[src/rtl/pc_sequencer.sv]
// pc_sequencer: program-counter sequencer with prioritised redirects, stall hold/pending capture and halt.
module pc_sequencer #(
  parameter logic [31:0] RESET_PC = 32'h0000_0000,
  parameter logic [31:0] EXC_VEC  = 32'h0000_0180
) (
  input  logic        clk_i,
  input  logic        rst_i,
  input  logic        stall_i,
  input  logic        exc_i,
  input  logic        jr_i,
  input  logic [31:0] jr_target_i,
  input  logic        jump_i,
  input  logic [31:0] jump_target_i,
  input  logic        branch_i,
  input  logic [31:0] branch_target_i,
  input  logic        halt_i,
  input  logic        resume_i,
  output logic [31:0] pc_o,
  output logic        fetch_valid_o,
  output logic        redir_o,
  output logic [1:0]  state_o,
  output logic        misalign_o
);
  localparam logic [1:0] RUN = 2'd0, HOLD = 2'd1, PEND = 2'd2, HALTED = 2'd3;
  logic [1:0]  state_q, state_d;
  logic [31:0] pc_q, pc_d, pend_q, pend_d;
  logic [2:0]  pri_q, pri_d;
  logic        redir_q, redir_d, mis_q, mis_d;
  logic [2:0]  req_pri;
  logic [31:0] raw_tgt, req_tgt, pc_inc;
  logic        req_bad;
  // Priority code doubles as the pending-overwrite comparison key: exc > jr > jump > branch.
  always_comb begin
    req_pri = exc_i ? 3'd4 : jr_i ? 3'd3 : jump_i ? 3'd2 : branch_i ? 3'd1 : 3'd0;
    raw_tgt = jr_i ? jr_target_i : jump_i ? jump_target_i : branch_target_i;
    req_bad = !exc_i && (jr_i || jump_i || branch_i) && (raw_tgt[1:0] != 2'b00);
    req_tgt = (exc_i || req_bad) ? EXC_VEC : raw_tgt;
    pc_inc  = pc_q + 32'd4;
  end
  always_ff @(posedge clk_i or negedge rst_i) begin
    if (!rst_i) begin
      state_q <= RUN;
      pc_q    <= RESET_PC;
      pend_q  <= 32'd0;
      pri_q   <= 3'd0;
      redir_q <= 1'b0;
      mis_q   <= 1'b0;
    end else begin
      state_q <= state_d;
      pc_q    <= pc_d;
      pend_q  <= pend_d;
      pri_q   <= pri_d;
      redir_q <= redir_d;
      mis_q   <= mis_d;
    end
  end
  always_comb begin
    state_d = state_q;
    pc_d    = pc_q;
    pend_d  = pend_q;
    pri_d   = pri_q;
    redir_d = 1'b0;
    mis_d   = mis_q;
    case (state_q)
      RUN: begin
        if (!stall_i) begin
          pc_d    = (req_pri != 3'd0) ? req_tgt : pc_inc;
          redir_d = (req_pri != 3'd0);
          mis_d   = mis_q | req_bad;
          state_d = (halt_i && req_pri == 3'd0) ? HALTED : RUN;
        end else if (req_pri != 3'd0) begin
          state_d = PEND;
          pend_d  = req_tgt;
          pri_d   = req_pri;
          mis_d   = mis_q | req_bad;
        end else begin
          state_d = HOLD;
        end
      end
      HOLD: begin
        if (!stall_i) begin
          state_d = RUN;
        end else if (req_pri != 3'd0) begin
          state_d = PEND;
          pend_d  = req_tgt;
          pri_d   = req_pri;
          mis_d   = mis_q | req_bad;
        end
      end
      PEND: begin
        if (!stall_i) begin
          pc_d    = exc_i ? EXC_VEC : pend_q;
          redir_d = 1'b1;
          state_d = RUN;
          pend_d  = 32'd0;
          pri_d   = 3'd0;
        end else if (req_pri > pri_q) begin
          pend_d = req_tgt;
          pri_d  = req_pri;
          mis_d  = mis_q | req_bad;
        end
      end
      HALTED: begin
        if (exc_i) begin
          pc_d    = EXC_VEC;
          redir_d = 1'b1;
          state_d = RUN;
        end else if (resume_i) begin
          state_d = RUN;
        end
      end
    endcase
  end
  always_comb begin
    fetch_valid_o = rst_i && (state_q == RUN) && !stall_i;
    pc_o          = pc_q;
    redir_o       = redir_q;
    state_o       = state_q;
    misalign_o    = mis_q;
  end
endmodule
[config.mk]
export PLATFORM = sky130hd
export DESIGN_NAME = pc_sequencer
export DESIGN_NICKNAME = d
export VERILOG_FILES = /design/src/rtl/pc_sequencer.sv
export SDC_FILE = /design/constraint.sdc
export NUM_CORES = 1
export LEC_CHECK = 0
export CAP_MARGIN = 5
export CORE_MARGIN = 2
export CORE_UTILIZATION = 50
export CTS_CLUSTER_DIAMETER = 200
export DETAILED_ROUTE_END_ITERATION = 8
export GPL_ROUTABILITY_DRIVEN = 0
export PLACE_DENSITY = 0.91
export SKIP_LAST_GASP = 1
export SLEW_MARGIN = 40
export SYNTH_ARGS = -nofsm -noshare
export SYNTH_HDL_FRONTEND = slang
export SYNTH_SLANG_ARGS = --single-unit
[constraint.sdc]
create_clock -name clk_i -period 3.1 [get_ports clk_i]
set_input_delay 0.62 -clock clk_i [delete_from_list [all_inputs] [get_ports clk_i]]
set_output_delay 0.62 -clock clk_i [all_outputs]
set_load 0.005 [all_outputs]
# --- Word-level counts from Yosys, hierarchy flattened ---
# Cells that the tools add are included.
totals:
  register_bits: 71
  input_bits: 105
  output_inout_bits: 37
  elab_cells: 87
classes:
  addsub: 1
  magnitude_cmp: 1
  n_eq_ne: 14
  n_mux: 42
  bitwise: 1
  reduce_logical: 22
ops:
  columns: ["op", "n"]
  rows:
  - ["two-way mux 32 bit", 12]
  - ["one-hot mux 32 bit (3 select lines)", 1]
  - ["one-hot mux 32 bit (2 select lines)", 1]
  - ["adder 32 x 3 -> 32 bit (second input constant)", 1]
  - ["two-way mux 2 bit", 10]
  - ["two-way mux 3 bit", 5]
  - ["inequality test 2 bit (second input constant)", 6]
  - ["AND reduction 4 bit", 3]
  - ["two-way mux 1 bit", 9]
  - ["inequality test 3 bit (second input constant)", 3]
  - ["nonzero test 3 bit", 3]
  - ["one-hot mux 2 bit (4 select lines)", 1]
  - ["one-hot mux 1 bit (3 select lines)", 2]
  - ["one-hot mux 3 bit (2 select lines)", 1]
  - ["logical AND 1 bit", 5]
  - ["equality test 2 bit (second input constant)", 2]
  - ["inequality test 2 x 1 -> 1 bit (second input constant)", 2]
  - ["nonzero test 2 bit", 2]
  - ["> comparator 3 bit", 1]
  - ["logical NOT 3 bit", 1]
  - ["logical OR 1 bit", 3]
  - ["AND reduction 3 bit", 1]
  - ["equality test 2 x 1 -> 1 bit (second input constant)", 1]
  - ["logical NOT 1 bit", 2]
  - ["other kinds (3)", 3]

# --- Logic depth before layout (Yosys ltp) ---
depth:
  ltp_word: 9
  ltp_mapped: 11
  depth_no_buf: 8

# --- Worst setup path after synthesis ---
# OpenSTA, ideal clock, no wires.
synth_timing:
  kind: "input to register"
  from: "in jump_i"
  to: "reg pend_q[0]"
  setup_time_ns: 0.125
  arrival_ns: 2.735
  t_required_ns: 2.975
  slack_ns: 0.239
  path_stages: 11
  n_path_buf: 3
  cell_sequence: "buf_6 buf_2 nor2b_1 o21ai_0 ha_1 nor3b_1 a311oi_2 o221ai_2 o211ai_4 buf_12 mux2_4"
synth_via:
  elab_chain_cells: 9
  elab_cells_between_ends: 22
  classes_between: "order compare: 1; eq/ne: 2; mux: 11; reduce/logical: 8"
synth_rtl:
  columns: ["element", "line_no", "rtl"]
  rows:
  - ["start: declaration", "12", "input logic jump_i,"]
  - ["branches (longest 9 deep; another with > comparator 3 bit)", null, null]
  - ["end signal: assignment", "51", "pend_q <= pend_d;"]
  - ["end: declaration", "26", "logic [31:0] pc_q, pc_d, pend_q, pend_d;"]
# Several ways; the timed one is not identified. The select of a mux whose other input is x is not followed.
# A chain may end at the register's enable or synchronous reset.

# --- Final worst setup path ---
layout_timing:
  from: "in branch_i"
  to: "reg pend_q[27]"
layout_via:
  elab_chain_cells: 8
  elab_cells_between_ends: 19
  classes_between: "order compare: 1; eq/ne: 2; mux: 10; reduce/logical: 6"
layout_rtl:
  columns: ["element", "line_no", "rtl"]
  rows:
  - ["start: declaration", "14", "input logic branch_i,"]
  - ["branches (longest 8 deep; another with > comparator 3 bit)", null, null]
# Several ways; the timed one is not identified. The select of a mux whose other input is x is not followed.

==> results.toml <==
[run_status]
run_status = "finished, final reports clean"

[setup_path]
worstSetupStartpoint = "branch_i"
worst-path-max-fanout = 24
r2r_setup_slack_ns = 0.50
start_kind = "input port"
req_time_crit_path_ns = 3.33
worst_r2r_src = "state_o[0]$_DFFE_PN0P_"
timing.critical_path.to_type = "flop"
worst_r2r_endpoint = "pc_o[23]$_DFFE_PN0P_"
reg2reg_path_depth = 8
critPathKind = "in -> reg"
worst-endpoint-arrival_ns = 3.07

[clocking]
cts_setup_buffers = 0
tritoncts = "yes"
clock_insertion_delay_at_the_later_pin_of_the_skew_report_ns = 0.35
clock_path_buffers = 2
number_of_clock_buffers_inserted_by_tritoncts = 9
cts_root_buf = "sky130_fd_sc_hd__clkbuf_8"
clk_transition_reported_paths_ns = 0.08
ctsHtreeMaxLevel = 3
post_cts_hold_buffer_count = 0
numClockSinks = 71
cts_resized = 0

[power]
total_leakage_power_nw = 2.934
share_clk_of_total_power_pct = 26.1
p_sw_share_pct = 33.89
power.combinational.fraction_pct = 36.8
total_switching_power_mw = 1.106
p_seq_share_pct = 37.1
power_report.internal_total_mw = 2.157
power.density_nw_per_um2 = 463.6
vdd.ir_drop.worst_v = 0.0003303

[placement]
place_ws_ns = -0.08603
place_inst = 841
dp_hpwl_um = 11830
count_of_buffers_inserted_at_the_top_level_ports = 141

[finish]
fin_cells = 857
multiInputGateArea_um2 = 3233
antenna-diode-count = 0
layout.nets = 830
layout-area-overhead-vs-synth_pct = 33.45
final.fill_count = 784
layout.area.seq_um2 = 1777
post_route_cells_drive_above_1_share_pct = 14.42

[yosys]
synth_warnings = 0
yosys_register_bits = 71
proportion_of_register_bits_with_asynchronous_set_or_reset_after_synthesis_pct = 100.0
synth_cells = 582
synth-seq-area-share_pct = 33.69
synth.avg_cell_area_um2 = 9.062
synth_top_area_cells = "sky130_fd_sc_hd__dfrtp_1 (34%), sky130_fd_sc_hd__mux2_4 (8.3%), sky130_fd_sc_hd__mux2i_1 (6.6%)"
edff_count_synth = 0
yosys_most_used_dff = "sky130_fd_sc_hd__dfrtp_1"
synth.most_common_cell = "sky130_fd_sc_hd__dfrtp_1"
post_synth_instance_area_um2 = 5274
synthDominantCellAreaShare_pct = 33.69
synth.distinct_cells = 75
post_synthesis_net_count = 696
library_cell_occupying_the_most_area_in_the_post_synthesis_netlist = "sky130_fd_sc_hd__dfrtp_1"
most_frequent_cells_after_synthesis = "sky130_fd_sc_hd__dfrtp_1 (71), sky130_fd_sc_hd__nor2_1 (67), sky130_fd_sc_hd__nand2_1 (57)"

[run]
cap_violations = 0

[grt]
antenna_found_initial = 0
first_pass_grt_wire_length_um = 26430
grt_util_all_layers_pct = 28.95
grt_start_max_net_pins = 72
globalRoute.totalOverflow = 0
via_count_of_the_first_global_routing_pass = 5376

[sta]
max_slew_violation_count = 0
worst_clock_skew_ns = 0.01427
period_needed_ns = 2.846
final.period_utilization_pct = 91.80
tightest_pin_transition_ns = 0.6755
finalWorstSetupSlack_ns = 0.2542
relSlewSlack_pct = 54.96
hold_viol = 0
grt_setup_unrepaired = "no"
setup_viol = 0
achievable_clock_frequency_mhz = 351.4

[worst_hold_path]
hold_path_class = "in -> async"

[detailed_routing]
detail_route.wl_per_cell_um = 19.19
drtPass1Iterations = 5
drc = 0
routed_via_density = 6.281
antenna_violating_nets_post_route = 0
finalWirelength_um = 16440
detailroute.via_count = 5383
first_iter_violations = 448

[die]
number_of_top_level_design_ports = 142
die_y_extent_um = 106.7
core.rowCount = 37
die-width_um = 106.7
design.die.area_um2 = 11380
start_util_pct = 51.31
design.core.area_um2 = 10280
## cell families (layout without fill, tap and decap cells)
| group | Yosys count | after routing | synth area share, % |
|---|---|---|---|
| compound gates | 160 | 160 | 20.88 |
| xor+xnor | 6 | 6 | 0.9964 |
| fa+ha+maj | 9 | 9 | 2.135 |
| buf+inv | 51 | 190 | 5.291 |
| flops | 71 | 71 | 33.69 |
| mux | 73 | 73 | 16.82 |
| simple gates | 212 | 212 | 20.19 |
## critical path, cell delays in order
cell	delay, ns
sky130_fd_sc_hd__clkdlybuf4s50_1	0.41
sky130_fd_sc_hd__nor2b_1	0.13
sky130_fd_sc_hd__o21ai_0	0.22
sky130_fd_sc_hd__ha_1	0.23
sky130_fd_sc_hd__nor3b_1	0.07
sky130_fd_sc_hd__a311oi_2	0.35
sky130_fd_sc_hd__o221ai_2	0.21
sky130_fd_sc_hd__o211ai_4	0.23
sky130_fd_sc_hd__buf_12	0.25
sky130_fd_sc_hd__mux2_2	0.35
## flip-flops by register name, indices dropped and copies added (netlist names)
name and count:
pri_q 3, redir_o 1, misalign_o 1, state_o 2, pc_o 32, pend_q 32
## power by group through the flow
stage | clock network, mW | logic [mW] | registers (mW)
floorplan | 0 | 0.700 | 1.19
global placement | 0 | 1.12 | 1.21
detailed placement | 0 | 1.18 | 1.22
CTS | 0.840 | 1.19 | 1.20
global route | 0.889 | 1.28 | 1.23
finish | 0.851 | 1.20 | 1.21
## stage by stage
step | area (um^2) | TNS (ns) | utilization (%) | total power, mW | hold WS (ns)
2_1_floorplan | 5274 | 0 | - | 1.885 | 0.3244
3_3_place_gp | 6804 | 0 | 66.20 | 2.330 | 0.4642
3_5_place_dp | 6815 | -1.865 | 66.31 | 2.393 | 0.4635
4_1_cts | 7038 | 0 | 68.48 | 3.229 | 0.4542
5_1_grt | 7038 | 0 | 68.48 | 3.397 | 0.4790
6_report | 7038 | 0 | 68.48 | 3.263 | 0.4116
## final cells by class
cell class                 count  area share [%]
timing repair buffer         164           22.70
clock buffer                  11           2.009
clock inverter                 5           1.156
inverter                      10          0.5333
tap                          136           2.418
sequential                    71           25.24
multi-input combinational    460           45.94
## layer usage
metal | global-route usage [%] | share of wire (%) | vias up
li1 | - | - | 2421
met1 | 36.24 | 38 | 2525
met2 | 49.00 | 49 | 378
met3 | 5.167 | 9.6 | 59
met4 | 12.62 | 3.3 | 0
met5 | 0 | 0 | -
## worst max path at each step
stage | endpoint | slack (ns) | depth (start not counted)
final | pend_q[27]$_DFFE_PN0P_ | 0.25 | 10
after global routing | pend_q[27]$_DFFE_PN0P_ | 0.19 | 10
after CTS | pend_q[29]$_DFFE_PN0P_ | 0.29 | 10
after detailed placement | pend_q[26]$_DFFE_PN0P_ | -0.09 | 10
after global placement | pend_q[26]$_DFFE_PN0P_ | 0.14 | 10
after floorplan | pend_q[0]$_DFFE_PN0P_ | 0.24 | 11
## cells in the final DEF, fill, tap and decap left out, types with 3 or more instances in the layout
| cell type | instances |
|---|---|
| sky130_fd_sc_hd__o221ai_1 | 4 |
| sky130_fd_sc_hd__and3_1 | 9 |
| sky130_fd_sc_hd__clkdlybuf4s50_1 | 138 |
| sky130_fd_sc_hd__xor2_1 | 4 |
| sky130_fd_sc_hd__nor2b_1 | 11 |
| sky130_fd_sc_hd__nand2_1 | 57 |
| sky130_fd_sc_hd__and4_1 | 5 |
| sky130_fd_sc_hd__dfrtp_1 | 71 |
| sky130_fd_sc_hd__nor3_1 | 9 |
| sky130_fd_sc_hd__or3_1 | 5 |
| sky130_fd_sc_hd__nand3_1 | 14 |
| sky130_fd_sc_hd__nand2b_1 | 3 |
| sky130_fd_sc_hd__a31oi_1 | 4 |
| sky130_fd_sc_hd__buf_4 | 20 |
| sky130_fd_sc_hd__inv_1 | 10 |
| sky130_fd_sc_hd__nor4_2 | 3 |
| sky130_fd_sc_hd__o21ai_0 | 35 |
| sky130_fd_sc_hd__a2bb2oi_1 | 3 |
| sky130_fd_sc_hd__buf_2 | 3 |
| sky130_fd_sc_hd__a21oi_1 | 48 |
| sky130_fd_sc_hd__and2_1 | 3 |
| sky130_fd_sc_hd__ha_1 | 9 |
| sky130_fd_sc_hd__a221oi_1 | 6 |
| sky130_fd_sc_hd__nand4_1 | 3 |
| sky130_fd_sc_hd__o21a_1 | 7 |
| sky130_fd_sc_hd__o221a_2 | 6 |
| sky130_fd_sc_hd__mux2i_1 | 35 |
| sky130_fd_sc_hd__nor4_1 | 9 |
| sky130_fd_sc_hd__a41oi_1 | 3 |
| sky130_fd_sc_hd__a211oi_1 | 3 |
| sky130_fd_sc_hd__clkbuf_8 | 10 |
| sky130_fd_sc_hd__mux2_4 | 29 |
| sky130_fd_sc_hd__o211ai_1 | 5 |
| sky130_fd_sc_hd__mux2_2 | 9 |
| sky130_fd_sc_hd__nor2_1 | 67 |
No activity file was read; power rests on OpenSTA's default activity.
